### src/rtl/apb_gpio_ctrl.sv
// apb_gpio_ctrl: APB3 register block in front of one GPIO pad wrapper port.
// Holds the output-data and direction registers and synchronises the pad
// read value. It also raises a per-pin maskable edge/level interrupt.
//
// Ports:
//   PCLK, PRESETn        APB clock, asynchronous active-low reset
//   PSEL/PENABLE/PWRITE  APB control
//   PADDR[11:0]          byte address; [4:2] select a register, [11:5] must be 0
//   PWDATA[31:0]         write data
//   PRDATA[31:0]         combinational read data
//   PREADY, PSLVERR      tied 1 / 0 (zero wait states, never errors)
//   DIR, WDATA           per-pin direction / output value to the pad wrapper
//   RDATA                pad read value, asynchronous to PCLK
//   IRQ                  level interrupt, OR of pending status flags
module apb_gpio_ctrl #(
    parameter int unsigned GPIO_WIDTH = 16
) (
    input  logic                  PCLK,
    input  logic                  PRESETn,
    input  logic                  PSEL,
    input  logic                  PENABLE,
    input  logic                  PWRITE,
    input  logic [11:0]           PADDR,
    input  logic [31:0]           PWDATA,
    output logic [31:0]           PRDATA,
    output logic                  PREADY,
    output logic                  PSLVERR,
    output logic [GPIO_WIDTH-1:0] DIR,
    output logic [GPIO_WIDTH-1:0] WDATA,
    input  logic [GPIO_WIDTH-1:0] RDATA,
    output logic                  IRQ
);

    localparam int unsigned W      = GPIO_WIDTH;
    localparam int unsigned DATA_W = 32;

    localparam logic [2:0] OFS_DATA_OUT   = 3'd0;
    localparam logic [2:0] OFS_DIR        = 3'd1;
    localparam logic [2:0] OFS_DATA_IN    = 3'd2;
    localparam logic [2:0] OFS_INT_EN     = 3'd3;
    localparam logic [2:0] OFS_INT_TYPE   = 3'd4;
    localparam logic [2:0] OFS_INT_POL    = 3'd5;
    localparam logic [2:0] OFS_INT_STATUS = 3'd6;
    localparam logic [2:0] OFS_DATA_TGL   = 3'd7;

    logic [W-1:0] data_out_q;
    logic [W-1:0] dir_q;
    logic [W-1:0] int_en_q;
    logic [W-1:0] int_type_q;
    logic [W-1:0] int_pol_q;
    logic [W-1:0] int_status_q;
    logic [W-1:0] sync1_q;
    logic [W-1:0] sync2_q;
    logic [W-1:0] sync3_q;

    logic         addr_hit;
    logic [2:0]   ofs;
    logic         wr_stb;
    logic [W-1:0] wr_data;
    logic         we_data_out;
    logic         we_dir;
    logic         we_int_en;
    logic         we_int_type;
    logic         we_int_pol;
    logic         we_int_status;
    logic         we_data_tgl;
    logic [W-1:0] clr;
    logic [W-1:0] edge_ev;
    logic [W-1:0] level_ev;
    logic [W-1:0] pin_ev;
    logic [W-1:0] rd_val;
    logic         unused_ok;

    // Address decode and write strobes
    assign addr_hit      = (PADDR[11:5] == 7'd0);
    assign ofs           = PADDR[4:2];
    assign wr_stb        = PSEL & PENABLE & PWRITE & addr_hit;
    assign wr_data       = PWDATA[W-1:0];
    assign we_data_out   = wr_stb && (ofs == OFS_DATA_OUT);
    assign we_dir        = wr_stb && (ofs == OFS_DIR);
    assign we_int_en     = wr_stb && (ofs == OFS_INT_EN);
    assign we_int_type   = wr_stb && (ofs == OFS_INT_TYPE);
    assign we_int_pol    = wr_stb && (ofs == OFS_INT_POL);
    assign we_int_status = wr_stb && (ofs == OFS_INT_STATUS);
    assign we_data_tgl   = wr_stb && (ofs == OFS_DATA_TGL);
    assign clr           = we_int_status ? wr_data : '0;

    // Address bits [1:0] and PWDATA bits above the port width carry no meaning
    assign unused_ok = ^{PADDR[1:0], PWDATA};

    // Output data register; toggle writes flip bits written as 1
    always_ff @(posedge PCLK or negedge PRESETn) begin
        if (!PRESETn) begin
            data_out_q <= '0;
        end else if (we_data_out) begin
            data_out_q <= wr_data;
        end else if (we_data_tgl) begin
            data_out_q <= data_out_q ^ wr_data;
        end
    end

    // Plain RW configuration registers
    always_ff @(posedge PCLK or negedge PRESETn) begin
        if (!PRESETn) begin
            dir_q      <= '0;
            int_en_q   <= '0;
            int_type_q <= '0;
            int_pol_q  <= '0;
        end else begin
            if (we_dir)      dir_q      <= wr_data;
            if (we_int_en)   int_en_q   <= wr_data;
            if (we_int_type) int_type_q <= wr_data;
            if (we_int_pol)  int_pol_q  <= wr_data;
        end
    end

    // Pad input synchroniser; third stage exists only for edge detection
    always_ff @(posedge PCLK or negedge PRESETn) begin
        if (!PRESETn) begin
            sync1_q <= '0;
            sync2_q <= '0;
            sync3_q <= '0;
        end else begin
            sync1_q <= RDATA;
            sync2_q <= sync1_q;
            sync3_q <= sync2_q;
        end
    end

    // Per-pin event selection by type and polarity
    assign edge_ev  = (int_pol_q & sync2_q & ~sync3_q) | (~int_pol_q & ~sync2_q & sync3_q);
    assign level_ev = ~(sync2_q ^ int_pol_q);
    assign pin_ev   = (int_type_q & edge_ev) | (~int_type_q & level_ev);

    // Pending flags: a new event wins over a simultaneous W1C
    always_ff @(posedge PCLK or negedge PRESETn) begin
        if (!PRESETn) begin
            int_status_q <= '0;
        end else begin
            int_status_q <= (int_status_q & ~clr) | (pin_ev & int_en_q);
        end
    end

    // Read mux
    always_comb begin
        rd_val = '0;
        case (ofs)
            OFS_DATA_OUT:   rd_val = data_out_q;
            OFS_DIR:        rd_val = dir_q;
            OFS_DATA_IN:    rd_val = sync2_q;
            OFS_INT_EN:     rd_val = int_en_q;
            OFS_INT_TYPE:   rd_val = int_type_q;
            OFS_INT_POL:    rd_val = int_pol_q;
            OFS_INT_STATUS: rd_val = int_status_q;
            default:        rd_val = '0;
        endcase
    end

    assign PRDATA  = (PSEL & ~PWRITE & addr_hit) ? DATA_W'(rd_val) : '0;
    assign PREADY  = 1'b1;
    assign PSLVERR = 1'b0;
    assign DIR     = dir_q;
    assign WDATA   = data_out_q;
    assign IRQ     = |int_status_q;

endmodule

### config.mk
export PLATFORM = sky130hd
export DESIGN_NAME = apb_gpio_ctrl
export DESIGN_NICKNAME = d
export VERILOG_FILES = /design/src/rtl/apb_gpio_ctrl.sv
export SDC_FILE = /design/constraint.sdc
export NUM_CORES = 1
export LEC_CHECK = 0
export CORE_MARGIN = 2
export CORE_UTILIZATION = 35
export CTS_BUF_LIST = sky130_fd_sc_hd__clkbuf_8
export CTS_CLUSTER_DIAMETER = 150
export DETAILED_ROUTE_END_ITERATION = 8
export SKIP_CTS_REPAIR_TIMING = 1
export SLEW_MARGIN = 20
export SYNTH_ARGS = -nofsm -noshare
export SYNTH_HDL_FRONTEND = slang
export SYNTH_SLANG_ARGS = --single-unit
### constraint.sdc
create_clock -name PCLK -period 5.5 [get_ports PCLK]
set_input_delay 1.375 -clock PCLK [delete_from_list [all_inputs] [get_ports PCLK]]
set_output_delay 1.375 -clock PCLK [all_outputs]
set_load 0.02 [all_outputs]
Word level (Yosys, flattened, before mapping)

Index checks and enable logic that the tools add are counted.

Flip-flop bits (word level): 144
Input bits: 65
Output and inout bits: 67
Logic and storage cells: 57

Equality and inequality tests: 7
Multiplexer cells: 5
Bitwise logic cells: 25
Reduce and logical (&&, ||, !) cells: 11

Operators by type and width:

| cell                                                | number |
|---|---|
| AND 16 bit                                          | 8 |
| case mux 16 bit (7 select lines)                    | 1 |
| NOT 16 bit                                          | 6 |
| two-way mux 16 bit                                  | 4 |
| bitwise OR 16 bit                                   | 3 |
| bitwise XOR 16 bit                                  | 2 |
| OR reduction 16 bit                                 | 1 |
| equality test 3 bit, second input constant          | 4 |
| logical AND 1 bit                                   | 7 |
| logical NOT 7 bit                                   | 1 |
| equality test 3 x 2 -> 1 bit, second input constant | 2 |
| AND 1 bit                                           | 5 |
| equality test 3 x 1 -> 1 bit, second input constant | 1 |
| logical NOT 3 bit                                   | 1 |
| nonzero test 2 bit                                  | 1 |
| NOT 1 bit                                           | 1 |

Longest topological paths before layout

Depth in word-level cells: 8
Mapped depth: 7
Mapped depth without buffers: 6

Worst setup path after synthesis

Ideal clock, no wire load.

Path type: input port to output port
From: input port PADDR[2]
To: output port PRDATA[12]
Data arrival time: 3.002 ns
Slack: 1.123 ns
Stages: 7
Buffers on the path: 3
Cell sequence: buf_2 > buf_1 > buf_2 > mux2i_1 > nor2_1 > a21oi_1 > a211oi_1

Cells in the longest elaborated chain, start to end: 3
Elaborated cells between the ends (all ways): 9
Classes of those cells: eq/ne (6); mux (2); reduce/logical (1)

Ends and longest elaborated chain:

| element                                     | RTL line | text |
|---|---|---|
| from (decl)                                 | 23       | `input logic [11:0] PADDR,` |
| equality test 3 bit (tied with other cells) | 147      | `case (ofs)` |
| case mux 16 bit (7 select lines) (*)        | 147      |  |
| two-way mux 16 bit (*)                      | 159      | `assign PRDATA = (PSEL & ~PWRITE & addr_hit) ? DATA_W'(rd_val) : '0;` |
| to (decl)                                   | 25       | `output logic [31:0] PRDATA,` |

Mark *: on every way between the ends. The rest lies on a longest branch, timed or not.

Worst setup path after layout

From: input port PADDR[7]
To: output port PRDATA[15]

Cells in the longest elaborated chain, start to end: 3

Ends and longest elaborated chain:

| element            | RTL line | text |
|---|---|---|
| logical NOT 7 bit  | 75       | `assign addr_hit = (PADDR[11:5] == 7'd0);` |
| AND 1 bit          | 159      |  |
| two-way mux 16 bit | 159      |  |

Every way passes these cells.

==> results_dict.tcl <==
set metrics [dict create \
    chipWidth_um 148 \
    yosysTopAreaCell "dfrtp_1" \
    power_frac_seq 0.521 \
    crit_top_cell "clkdlybuf4s50_1" \
    critPathBufInv 3 \
    grt_usage 0.180 \
    p_sw_mw 0.549 \
    drt.antenna.violating_nets 0 \
    min_from "sync1_q[13]$_DFF_PN0_" \
    r2r_start "WDATA[15]$_DFFE_PN0P_" \
    seq_area_frac_synth 0.496 \
    htree_levels 4 \
    r2r_slack_ns 4.20 \
    setup-violations-final 0 \
    whs_endpoint "sync2_q[13]$_DFF_PN0_" \
    cts.path.max_buffers 2 \
    vias_per_cell 5.08 \
    status "completed" \
    crit_type "primary input to primary output" \
    drtIter0Drc 320 \
    drive_gt1_frac 0.211 \
    tns_ns 0 \
    synthTopCellsByCount "144 x dfrtp_1, 70 x mux2_2, 51 x mux2i_1, 51 x nand2_1, 33 x inv_1" \
    finalHoldViolCount 0 \
    rsz0062_at_grt "no" \
    period_minus_slack_ns 5.22 \
    cap_violations 0 \
    crit_fanout 7 \
    synth.distinct_cells 46 \
    drv_slew 0 \
    cts_num_sinks 144 \
    fin_crit_sh 0.949 \
    fin_skew_ns 0.0118 \
    relSlewSlack 0.392 \
    power.total_mw 2.10 \
    num_io_pins 132 \
    rr_worst_depth 4 \
    fill_cells 1885 \
    synth-async-reset-ratio 1.00 \
    share_comb_of_total_power 0.086 \
    synth.most_common_cell "dfrtp_1" \
    clkLatencyLatePin_ns 0.45 \
    cp.required_ns 4.12 \
    critPathTopFamily "buffers and inverters" \
    vias 5039 \
    area_delta_synth_final_pct 21.6 \
    num_rows 52 \
    cp.arrival_ns 3.84 \
    cts_tree "built" \
    ys_seq_elements 144 \
    core_area_mm2 0.0203 \
    synth_ff_type "dfrtp_1" \
    netlist_instances 609 \
    start_util 0.358 \
    layout_setup_ws_ns 0.283 \
    synth.avg_cell_area_um2 11.9 \
    root_buffer "clkbuf_8" \
    synth-edff-count 0 \
    dieArea_mm2 0.0219 \
    hp-class "flip-flop to flip-flop" \
    worst_setup_path_start_kind "primary input" \
    nets 806 \
    dieHeight_um 148 \
    syn_area_mm2 0.00727 \
    dr.pass1.iters 4 \
    min_delay_path_depth 0 \
    detail_route.wl_per_cell_um 19.2 \
    max_stage_delay_ns 0.67 \
    dpl_worst_slack_ns 0.285 \
    synth_top_area_frac 0.496 \
    cts_buffers 17 \
    routed_wl_um 19000 \
    grt_pass1_wl_um 30200 \
    cp.depth 7 \
    path_clk_slew_ns 0.08 \
    crit-reg2reg-capture "WDATA[15]$_DFFE_PN0P_" \
    yosys-top-cells-area "dfrtp_1 50%, mux2_2 11%, mux2i_1 7.0%, ha_1 5.5%, mux4_2 2.8%" \
    p_int_mw 1.55 \
    ys_warn_count 0 \
    cp-end-kind "primary output" \
    grt.overflow.total 0 \
    fmax_mhz 192 \
    leakage_nw 3.83 \
    peakVddDrop_mv 0.137 \
    diodes 0 \
    drc 0 \
    dp_hpwl_um 12800 \
    gp_congestion 0.848 \
    grt_pass1_vias 5187 \
    p_per_area_mw_per_mm2 238 \
    grt_max_degree 110 \
    switching_share 0.262 \
    tightest_slew_ns 0.913 \
    port_buffers 95 \
    cpMaxStageDelayCell "clkdlybuf4s50_1" \
    clkPwrFrac 0.393 \
    antenna_found_initial 0 \
    path_cells "clkdlybuf4s50_1 -> or4_4 -> nor2_1 -> nand4b_1 -> buf_4 -> a211oi_1 -> clkdlybuf4s50_1" \
]
==> metal layers <==
layer | global-route usage | wire length, µm | vias up
li1 | - | - | 2303
met1 | 0.243 | 8520 | 2569
met2 | 0.291 | 9280 | 149
met3 | 0.0442 | 997 | 18
met4 | 0.0510 | 229 | 0
met5 | 0 | 0 | -
==> final cells by class <==
class	count	area (µm²)	share of cell area
Tap cell	270	338	0.0382
Timing Repair Buffer	114	1080	0.122
Multi-Input combinational cell	399	3310	0.375
Sequential cell	144	3600	0.408
Clock inverter	15	145	0.0164
Clock buffer	17	234	0.0265
Inverter	33	124	0.0140
==> registers in the layout (all words and copies together) (netlist names) <==
signal	cells
WDATA	16
int_type_q	16
sync1_q	16
int_status_q	16
DIR	16
int_pol_q	16
sync2_q	16
sync3_q	16
int_en_q	16
==> cell usage in the layout (no fill, tap or decap), drive strengths merged, types with 2 or more instances in the layout <==
cell and instances:
nor4 5, xor2 15, o2bb2ai 2, clkbuf 18, ha 32, mux2i 51, clkinv 6, nand2b 2
conb 18, a22oi 6, inv 36, nand3 19, nor2b 6, clkinvlp 4, o31ai 15, clkdlybuf4s50 91
and2 3, o21ai 18, bufinv 2, mux2 70, nor2 26, a221oi 3, mux4 9, a22o 3
dfrtp 144, o22ai 3, and3 3, or3 2, a211oi 8, o21a 3, a21oi 13, nor3 2
nand2 51, buf 22, or4 3, nand4 2
==> power groups by stage <==
stage / sequential (mW) / clock [mW] / combinational (mW)
final: 1.09 / 0.824 / 0.181
after global routing: 1.10 / 0.895 / 0.200
after CTS: 1.09 / 0.849 / 0.183
after detailed placement: 1.11 / 0 / 0.183
after global placement: 1.11 / 0 / 0.177
after floorplan: 1.11 / 0 / 0.0953
==> per-stage QoR <==
stage	instances	cell area, µm²	hold WS, ns	util
6_report	992	8840	0.353	0.435
5_1_grt	992	8840	0.357	0.435
4_1_cts	992	8830	0.353	0.435
3_5_place_dp	960	8460	0.336	0.417
3_3_place_gp	960	8460	0.332	0.417
2_1_floorplan	625	7330	0.331	-
==> cells by family (layout without fill, tap and decap cells) <==
group,after synthesis,in the layout,synth area share
DFF,144,144,0.496
muxes,130,130,0.207
and+or+nand+nor,127,127,0.0846
buffers and inverters,82,179,0.0567
AOI/OAI and AO/OA,77,77,0.0820
adders and majority gates,32,32,0.0551
xor gates and xnor gates,15,15,0.0181
other,2,18,0.00103
==> worst reg2reg max path, cell delays in order (launching register included) <==
cell      delay [ns]
dfrtp_1         0.46
nand4_1         0.11
or4_1           0.41
o21ai_0         0.09
a221oi_1        0.09
==> how the worst max path moves through the flow <==
stage          startpoint          to
6_report         PADDR[7]  PRDATA[15]
5_1_grt          PADDR[7]  PRDATA[15]
4_1_cts          PADDR[7]  PRDATA[15]
3_5_place_dp     PADDR[7]  PRDATA[15]
3_3_place_gp     PADDR[7]  PRDATA[15]
2_1_floorplan    PADDR[2]  PRDATA[12]
No activity file was read; power rests on OpenSTA's default activity.
